### src/rtl/csi2_packet_transmitter.sv
// csi2_packet_transmitter
//
// Transmit-side CSI-2 low-level packetizer. A request (VC, DT, WC) turns into
// a byte stream: header DI, WC lo, WC hi, ECC, then for long packets WC
// payload bytes and CRC lo, CRC hi. Stream byte n is placed on lane
// (n mod NUM_LANES) in beat floor(n / NUM_LANES). Beat 0 is the cycle after
// acceptance. Every packet is followed by GAP_CYCLES idle cycles.
//
// Ports
//   clock, reset            byte clock, synchronous active-high reset
//   packet_start            request strobe, taken when packet_start && packet_ready
//   packet_ready            high only while idle
//   packet_virtual_channel  VC captured on acceptance
//   packet_data_type        DT captured on acceptance (0x00-0x0F = short packet)
//   packet_word_count       payload length (long) or data field (short)
//   payload_data            NUM_LANES payload bytes, byte k on [8k+7:8k]
//   payload_valid           payload beat valid
//   payload_ready           a payload beat is consumed this cycle
//   lane_data               lane i byte on [8i+7:8i]
//   lane_valid              per-lane HS byte valid
//   underflow               sticky: payload_ready seen without payload_valid
//   dbg_state               current FSM state
//
// Handshake semantics: a request is transferred on any cycle where
// packet_start && packet_ready. payload_ready is not a request but an
// obligation: HS transmission cannot stall, so a payload beat is consumed on
// every payload_ready cycle whether or not payload_valid is high; a missing
// beat is replaced by zero bytes and flagged through underflow.

module csi2_packet_transmitter #(
    parameter int NUM_LANES  = 2,
    parameter int GAP_CYCLES = 2
) (
    input  logic                   clock,
    input  logic                   reset,
    input  logic                   packet_start,
    output logic                   packet_ready,
    input  logic [1:0]             packet_virtual_channel,
    input  logic [5:0]             packet_data_type,
    input  logic [15:0]            packet_word_count,
    input  logic [8*NUM_LANES-1:0] payload_data,
    input  logic                   payload_valid,
    output logic                   payload_ready,
    output logic [8*NUM_LANES-1:0] lane_data,
    output logic [NUM_LANES-1:0]   lane_valid,
    output logic                   underflow,
    output logic [2:0]             dbg_state
);

    typedef enum logic [2:0] {
        ST_IDLE    = 3'd0,
        ST_HEADER  = 3'd1,
        ST_PAYLOAD = 3'd2,
        ST_FOOTER  = 3'd3,
        ST_GAP     = 3'd4
    } state_t;

    // CSI-2 ECC: 6 Hamming parity bits over {WC, DI}, top two bits zero.
    function automatic logic [7:0] ecc_gen(input logic [23:0] d);
        logic [5:0] p;
        p[0] = d[0]  ^ d[1]  ^ d[2]  ^ d[4]  ^ d[5]  ^ d[7]  ^ d[10] ^
               d[11] ^ d[13] ^ d[16] ^ d[20] ^ d[21] ^ d[22] ^ d[23];
        p[1] = d[0]  ^ d[1]  ^ d[3]  ^ d[4]  ^ d[6]  ^ d[8]  ^ d[10] ^
               d[12] ^ d[14] ^ d[17] ^ d[20] ^ d[21] ^ d[22] ^ d[23];
        p[2] = d[0]  ^ d[2]  ^ d[3]  ^ d[5]  ^ d[6]  ^ d[9]  ^ d[11] ^
               d[12] ^ d[15] ^ d[18] ^ d[20] ^ d[21] ^ d[22];
        p[3] = d[1]  ^ d[2]  ^ d[3]  ^ d[7]  ^ d[8]  ^ d[9]  ^ d[13] ^
               d[14] ^ d[15] ^ d[19] ^ d[20] ^ d[21] ^ d[23];
        p[4] = d[4]  ^ d[5]  ^ d[6]  ^ d[7]  ^ d[8]  ^ d[9]  ^ d[16] ^
               d[17] ^ d[18] ^ d[19] ^ d[20] ^ d[22] ^ d[23];
        p[5] = d[10] ^ d[11] ^ d[12] ^ d[13] ^ d[14] ^ d[15] ^ d[16] ^
               d[17] ^ d[18] ^ d[19] ^ d[21] ^ d[22] ^ d[23];
        return {2'b00, p};
    endfunction

    // CRC-16 x^16+x^12+x^5+1, reflected (bit 0 of each byte first).
    function automatic logic [15:0] crc16_byte(input logic [15:0] crc, input logic [7:0] data);
        logic [15:0] c;
        c = crc;
        for (int k = 0; k < 8; k++) begin
            if (c[0] ^ data[k]) c = (c >> 1) ^ 16'h8408;
            else                c = c >> 1;
        end
        return c;
    endfunction

    state_t                 state_q;
    logic [16:0]            pos_q;          // stream index of this beat's lane-0 byte
    logic [16:0]            len_q;          // total stream length in bytes
    logic [15:0]            wc_q;
    logic [31:0]            hdr_q;          // DI, WC lo, WC hi, ECC from byte 0 up
    logic [15:0]            crc_q;
    logic [15:0]            gap_q;
    logic                   packet_ready_q;
    logic                   payload_ready_q;
    logic                   underflow_q;

    logic [16:0]            pos_d;
    logic [16:0]            pay_end;
    logic [15:0]            crc_d;
    logic [8*NUM_LANES-1:0] lane_data_d;
    logic [NUM_LANES-1:0]   lane_valid_d;
    logic                   beat_active;

    assign pos_d       = pos_q + 17'(NUM_LANES);
    assign pay_end     = 17'd4 + {1'b0, wc_q};
    assign beat_active = (state_q == ST_HEADER) || (state_q == ST_PAYLOAD) ||
                         (state_q == ST_FOOTER);

    // Beat builder. The header length is a multiple of NUM_LANES, so payload
    // byte j always sits on lane (j mod NUM_LANES) of the input beat. The CRC
    // is chained through the payload lanes in order so CRC bytes sharing a
    // beat with the last payload byte already include it.
    always_comb begin : beat_build
        logic [16:0] p;
        logic [7:0]  b;
        p            = '0;
        b            = '0;
        crc_d        = crc_q;
        lane_data_d  = '0;
        lane_valid_d = '0;
        for (int i = 0; i < NUM_LANES; i++) begin
            p = pos_q + 17'(i);
            b = 8'h00;
            if (beat_active && (p < len_q)) begin
                lane_valid_d[i] = 1'b1;
                if (p < 17'd4) begin
                    b = hdr_q[{p[1:0], 3'b000} +: 8];
                end else if (p < pay_end) begin
                    b     = payload_valid ? payload_data[8*i +: 8] : 8'h00;
                    crc_d = crc16_byte(crc_d, b);
                end else if (p == pay_end) begin
                    b = crc_d[7:0];
                end else begin
                    b = crc_d[15:8];
                end
                lane_data_d[8*i +: 8] = b;
            end
        end
    end

    always_ff @(posedge clock) begin
        if (reset) begin
            state_q         <= ST_IDLE;
            pos_q           <= '0;
            len_q           <= '0;
            wc_q            <= '0;
            hdr_q           <= '0;
            crc_q           <= 16'hFFFF;
            gap_q           <= '0;
            packet_ready_q  <= 1'b1;
            payload_ready_q <= 1'b0;
            underflow_q     <= 1'b0;
        end else begin
            underflow_q <= underflow_q | (payload_ready_q & ~payload_valid);
            case (state_q)
                ST_IDLE: begin
                    if (packet_start) begin
                        state_q         <= ST_HEADER;
                        pos_q           <= '0;
                        crc_q           <= 16'hFFFF;
                        wc_q            <= packet_word_count;
                        hdr_q           <= {ecc_gen({packet_word_count, packet_virtual_channel,
                                                     packet_data_type}),
                                            packet_word_count,
                                            packet_virtual_channel, packet_data_type};
                        len_q           <= (packet_data_type <= 6'h0F) ? 17'd4
                                           : ({1'b0, packet_word_count} + 17'd6);
                        packet_ready_q  <= 1'b0;
                        payload_ready_q <= 1'b0;
                    end
                end
                ST_HEADER, ST_PAYLOAD, ST_FOOTER: begin
                    crc_q <= crc_d;
                    pos_q <= pos_d;
                    // The next state names the role of the next beat's lane-0 byte.
                    if (pos_d >= len_q) begin
                        state_q         <= ST_GAP;
                        gap_q           <= 16'(GAP_CYCLES - 1);
                        payload_ready_q <= 1'b0;
                    end else if (pos_d < 17'd4) begin
                        state_q         <= ST_HEADER;
                        payload_ready_q <= 1'b0;
                    end else if (pos_d < pay_end) begin
                        state_q         <= ST_PAYLOAD;
                        payload_ready_q <= 1'b1;
                    end else begin
                        state_q         <= ST_FOOTER;
                        payload_ready_q <= 1'b0;
                    end
                end
                ST_GAP: begin
                    if (gap_q == 16'd0) begin
                        state_q        <= ST_IDLE;
                        packet_ready_q <= 1'b1;
                    end else begin
                        gap_q <= gap_q - 16'd1;
                    end
                end
                default: begin
                    state_q         <= ST_IDLE;
                    packet_ready_q  <= 1'b1;
                    payload_ready_q <= 1'b0;
                end
            endcase
        end
    end

    assign packet_ready  = packet_ready_q;
    assign payload_ready = payload_ready_q;
    assign lane_data     = lane_data_d;
    assign lane_valid    = lane_valid_d;
    assign underflow     = underflow_q;
    assign dbg_state     = state_q;

endmodule

### config.mk
export PLATFORM = sky130hd
export DESIGN_NAME = csi2_packet_transmitter
export DESIGN_NICKNAME = d
export VERILOG_FILES = /design/src/rtl/csi2_packet_transmitter.sv
export SDC_FILE = /design/constraint.sdc
export NUM_CORES = 1
export LEC_CHECK = 0
export BUFFER_PORTS_ARGS = -buffer_cell sky130_fd_sc_hd__buf_4
export CAP_MARGIN = 20
export CORE_ASPECT_RATIO = 0.8
export CORE_UTILIZATION = 40
export DETAILED_ROUTE_END_ITERATION = 8
export SLEW_MARGIN = 20
export SYNTH_ARGS = -nofsm -noshare
export SYNTH_HDL_FRONTEND = slang
export SYNTH_SLANG_ARGS = --single-unit
### constraint.sdc
create_clock -name clock -period 8.05 [get_ports clock]
set_clock_uncertainty 0.05 [all_clocks]
set_input_delay 0.805 -clock clock [delete_from_list [all_inputs] [get_ports clock]]
set_output_delay 0.805 -clock clock [all_outputs]
set_load 0.01 [all_outputs]
Yosys cells after proc, flatten, opt, wreduce, memory -nomap -nowiden
Index checks and enable logic that the tools add are counted.
{"block": "classes", "addsub": 5, "magnitude_cmp": 10, "n_eq_ne": 10, "shifts": 2, "n_mux": 97, "bitwise": 110, "reduce_logical": 15}
{"cell": "$mux W16", "count": 67}
{"cell": "$xor A1 B1 Y1", "count": 89}
{"cell": "$lt A17 B17 Y1", "count": 5}
{"cell": "$mux W8", "count": 10}
{"cell": "$pmux W16 S2", "count": 2}
{"cell": "$shiftx A32 B6 Y8", "count": 2}
{"cell": "$lt A17 B3 Y1 const B", "count": 3}
{"cell": "$not A2 Y3", "count": 16}
{"cell": "$eq A17 B17 Y1", "count": 2}
{"cell": "$mux W17", "count": 2}
{"cell": "$pmux W17 S2", "count": 1}
{"cell": "$add A16 B3 Y17 const B", "count": 1}
{"cell": "$add A17 B1 Y17 const B", "count": 1}
{"cell": "$add A17 B2 Y17 const B", "count": 1}
{"cell": "$add A3 B16 Y17 const A", "count": 1}
{"cell": "$ge A17 B17 Y1", "count": 1}
{"cell": "$logic_not A16 Y1", "count": 1}
{"cell": "$sub A16 B1 Y16 const B", "count": 1}
{"cell": "$mux W3", "count": 3}
{"cell": "$pmux W3 S3", "count": 1}
{"cell": "$mux W1", "count": 8}
{"cell": "$ne A2 B2 Y1 const B", "count": 4}
{"cell": "$reduce_and A2 Y1", "count": 4}
{"cell": "$eq A3 B2 Y1 const B", "count": 2}
{"cell": "other kinds (14)", "count": 21}
{"block": "word_totals", "register_bits": 118, "word_cells": 259}

Depth between registers and ports, before layout
{"block": "depth", "ltp_word": 82, "depth_mapped": 19}

Worst setup path after synthesis
OpenSTA, ideal clock, no wires.
{"block": "synth_timing", "kind": "reg2out", "start": "register wc_q[5]", "end": "output lane_data[10]", "arrival_ps": 3905, "required_time_ps": 7195, "path_slack_ps": 3290, "stages_incl_launch_ff": 18, "path_cell_list": "dfxtp_1 -> nand4_2 -> nor2_1 -> nand2_1 -> xor2_1 -> ha_1 -> o21ai_0 -> o311a_1 -> maj3_1 -> a2111oi_0 -> nor3b_2 -> buf_6 -> buf_6 -> mux2i_1 -> mux2_2 -> a21oi_1 -> nor2_1 -> a211oi_1"}
{"block": "synth_between", "elab_chain_cells": 9, "elab_cells_between_ends": 11}
{"element": "from (decl)", "line_no": "90", "source": "logic [15:0] wc_q;"}
{"element": "from (signal assigned)", "line_no": "162", "source": "wc_q <= packet_word_count;"}
{"element": "$add A3 B16 Y17 (*)", "line_no": "106", "source": "assign pay_end = 17'd4 + {1'b0, wc_q};"}
{"element": "$lt A17 B17 Y1", "line_no": "129", "source": "end else if (p < pay_end) begin"}
{"element": "$mux W16", "line_no": "129"}
{"element": "$mux W16", "line_no": "127", "source": "if (p < 17'd4) begin"}
{"element": "$mux W16", "line_no": "125", "source": "if (beat_active && (p < len_q)) begin"}
{"element": "$mux W8", "line_no": "132", "source": "end else if (p == pay_end) begin"}
{"element": "$mux W8 (*)", "line_no": "129"}
{"element": "$mux W8 (*)", "line_no": "127"}
{"element": "$mux W8 (*)", "line_no": "125"}
{"element": "to (decl)", "line_no": "44", "source": "output logic [8*NUM_LANES-1:0] lane_data,"}
Mark *: on every way between the ends. The rest lies on a longest branch, timed or not.

Worst setup path after layout
{"block": "layout_timing", "start": "register wc_q[4]", "end": "output lane_data[15]"}
Same word-level chain as after synthesis.

==> metrics.yaml <==
synthesis:
  yosysWarnings: 0
  syn_inst: 1120
  synth_cell_types: 75
  syn_area_per_cell_um2: 8.026
  synth_edf_count: 0
  synth.net_count: 1252
  ys_seq_elements: 101
  yosys.area.top_type_share: 0.2249
  ys_seq_area_frac: 0.2249
  synth_area_leaders: "dfxtp_1 (22%), ha_1 (12%), xnor2_1 (11%), nand2_1 (5.0%), mux2i_1 (4.6%)"
  ys_async_sr_fraction: 0
  synth_flop_cell: "dfxtp_1"
  netlist_area_mm2: 0.008989
  synth_top_area_cell: "dfxtp_1"
setup_path:
  slowest_stage: "a2111oi_0"
  worstPathMaxFanout: 34
  cp.arrival_ns: 5.01
  end_kind: "output port"
  regToRegEndpoint: "crc_q[9]"
  crit_chain: "nand4_2, nor2_1, nand2_1, xor2_1, ha_1, o21ai_0, o311a_1, maj3_1, a2111oi_0, nor3b_4, buf_4, nand2_1, o21ai_0, mux2_2, a211oi_1, a41o_1, buf_4"
  critPathRequiredTime_ns: 7.19
  critPathMaxStageDelay_ns: 0.87
  crit_type: "flip-flop to output port"
  critPathLaunchType: "flip-flop"
  r2r_start: "wc_q[4]"
  r2r_cells: 16
  rrSetupSlack_ns: 2.87
cts:
  cts_buffers: 9
  htreeDepth: 3
  cts.path.max_buffers: 2
  hold_buffers: 0
  clk_pin_slew_ns: 0.08
  ctsResizeCount: 0
  cts-root-buf: "clkbuf_16"
  cts_tree: "built"
  worstSkewPairLatency_ns: 0.37
  postCtsSetupBuffers: 0
  cts_sinks: 101
die:
  rows: 48
  initial_core_util: 0.4123
  core_area_mm2: 0.02180
  die-width_um: 169.6
  die_area_mm2: 0.02308
  ioPinCount: 68
  die_h_um: 136.1
final_layout:
  layout.nets: 1260
  drive_gt1_frac: 0.1059
  fin_util: 0.4553
  multi_input_area_mm2: 0.006497
  seq_area_mm2: 0.002022
  fillers: 2162
  antenna_cells: 0
  areaGrowthSynthToFinish_pct: 10.43
routing:
  vias: 8002
  drt_first_pass_iters: 5
  routedWlPerCell_um: 18.59
  postRouteWirelength_um: 26640
  viasPerCell: 5.584
  drt_iter0_markers: 760
  drc: 0
  ant_nets: 0
sta:
  final-setup-viol-count: 0
  clock.fmax_ghz: 0.1706
  post-route-period-util: 0.7281
  rsz0062_at_grt: "no"
  worst_slew_pin_slew_ns: 0.9660
  hold_viol_final: 0
  period_needed_ns: 5.861
  finalSetupTns_ns: 0
  slew_violations: 0
  slew_headroom: 0.3394
global_route:
  antenna_found_initial: 0
  grt_usage: 0.2379
  grt_pass1_wl_um: 42520
  grt_max_degree: 54
  grt_pass1_vias: 7447
  grt-ovfl-total: 0
placement:
  dpl.hpwl_um: 20470
  io_buffers: 67
  gp_congestion: 0.9317
hold_path:
  hold_path.class: "flip-flop to flip-flop"
  worstHoldPathCells: 2
  worstHoldEndpoint: "hdr_q[5]"
  hold_path.startpoint: "hdr_q[5]"
pwr:
  power.density_mw_per_mm2: 243.4
  peakVddDrop_uv: 141.4
  p_leak_nw: 3.963
run_status:
  status: "complete, no violations"
flow_run:
  cap_violations: 0
## synthesized netlist by cell type, drive strengths merged, types with 6 or more instances
library cell / instances
nor2b: 10
buf: 10
and4: 6
a211o: 7
a22oi: 20
inv: 43
mux2i: 43
a221oi: 9
nor3: 21
a211oi: 32
and3: 7
a21oi: 64
clkbuf: 71
xnor2: 119
xor2: 36
o21ai: 29
dfxtp: 101
a21o: 15
o22ai: 6
o21a: 11
nand3: 21
nor2: 108
ha: 88
nand2: 119
a311oi: 9
nand4: 13
nor4: 17
## logic make-up (layout without fill, tap and decap cells)
logic type	count (synthesis)	in the layout	synth area share
AO/OA/AOI/OAI	236	236	0.1787
XOR/XNOR	159	159	0.1637
flip-flops	101	101	0.2249
buffers and inverters	124	137	0.05456
AND/OR/NAND/NOR	360	360	0.1952
adder cells (fa/ha/maj)	93	93	0.1282
multiplexers	47	47	0.05470
## placed cells by master, fill, tap and decap left out, types with 20 or more instances in the layout
| cell type | netlist | final |
|---|---|---|
| buf_4 | 0 | 78 |
| mux2i_1 | 41 | 41 |
| nor3_1 | 21 | 21 |
| inv_1 | 43 | 43 |
| xnor2_1 | 116 | 116 |
| a21oi_1 | 64 | 64 |
| dfxtp_1 | 101 | 101 |
| a211oi_1 | 31 | 31 |
| a22oi_1 | 20 | 20 |
| xor2_1 | 36 | 36 |
| nor2_1 | 108 | 108 |
| nand3_1 | 20 | 20 |
| nand2_1 | 119 | 119 |
| o21ai_0 | 29 | 29 |
| ha_1 | 88 | 88 |
## where the power goes
group          total (mW)  internal, mW  switching, mW
registers           0.695         0.596         0.0991
clock network       0.439         0.223          0.216
logic                1.28         0.515          0.767
total                2.42          1.33           1.08
## stage by stage
| step | hold WS [ns] | cell area (um2) | worst slack [ns] | std cells | power, mW |
|---|---|---|---|---|---|
| detailed placement | 0.4119 | 9642 | 2.618 | 1417 | 1.967 |
| CTS | 0.4188 | 9926 | 2.209 | 1433 | 2.414 |
| finish | 0.4153 | 9926 | 2.189 | 1433 | 2.416 |
| global placement | 0.3903 | 9638 | 2.678 | 1417 | 1.965 |
| floorplan | 0.3815 | 8989 | 3.290 | 1120 | 1.600 |
| global route | 0.4395 | 9926 | 1.885 | 1433 | 2.589 |
## layer usage
layer / part of all wire / vias up / global-route usage
met3: 0.057 / 27 / 0.03290
met1: 0.51 / 3743 / 0.3602
met5: 0 / - / 0
met2: 0.41 / 236 / 0.3465
li1: - / 3996 / -
met4: 0.016 / 0 / 0.06206
## how the worst max path moves through the flow
stage,cells past startpoint,to,start,slack (ns)
2_1_floorplan,17,lane_data[10],wc_q[5],3.29
3_3_place_gp,17,lane_data[10],wc_q[5],2.68
3_5_place_dp,17,lane_data[15],wc_q[5],2.62
4_1_cts,17,lane_data[15],wc_q[4],2.21
5_1_grt,17,lane_data[15],wc_q[4],1.88
6_report,17,lane_data[15],wc_q[4],2.19
## layout make-up
type                            count  area share
Sequential cell                   101      0.2037
Inverter                           43     0.01626
Clock inverter                      5    0.004160
Timing Repair Buffer               78     0.05899
Multi-Input combinational cell    895      0.6546
Tap cell                          300     0.03782
Clock buffer                       11     0.02445
## registers in the layout, summed over array words and instances, names as in the netlist
name,cells
crc_q,16
dbg_state,3
gap_q,16
hdr_q,15
len_q,17
packet_ready,1
payload_ready,1
pos_q,16
underflow,1
wc_q,15
## worst max-delay path: cells and delay by family, from the launching register on
kind / cells / cell delay, ns
xor+xnor: 1 / 0.29
mux: 1 / 0.32
compound gates: 6 / 1.86
flops: 1 / 0.52
buf+inv: 2 / 0.43
simple gates: 5 / 0.60
fa+ha+maj: 2 / 0.60
No activity file was read; power rests on OpenSTA's default activity.
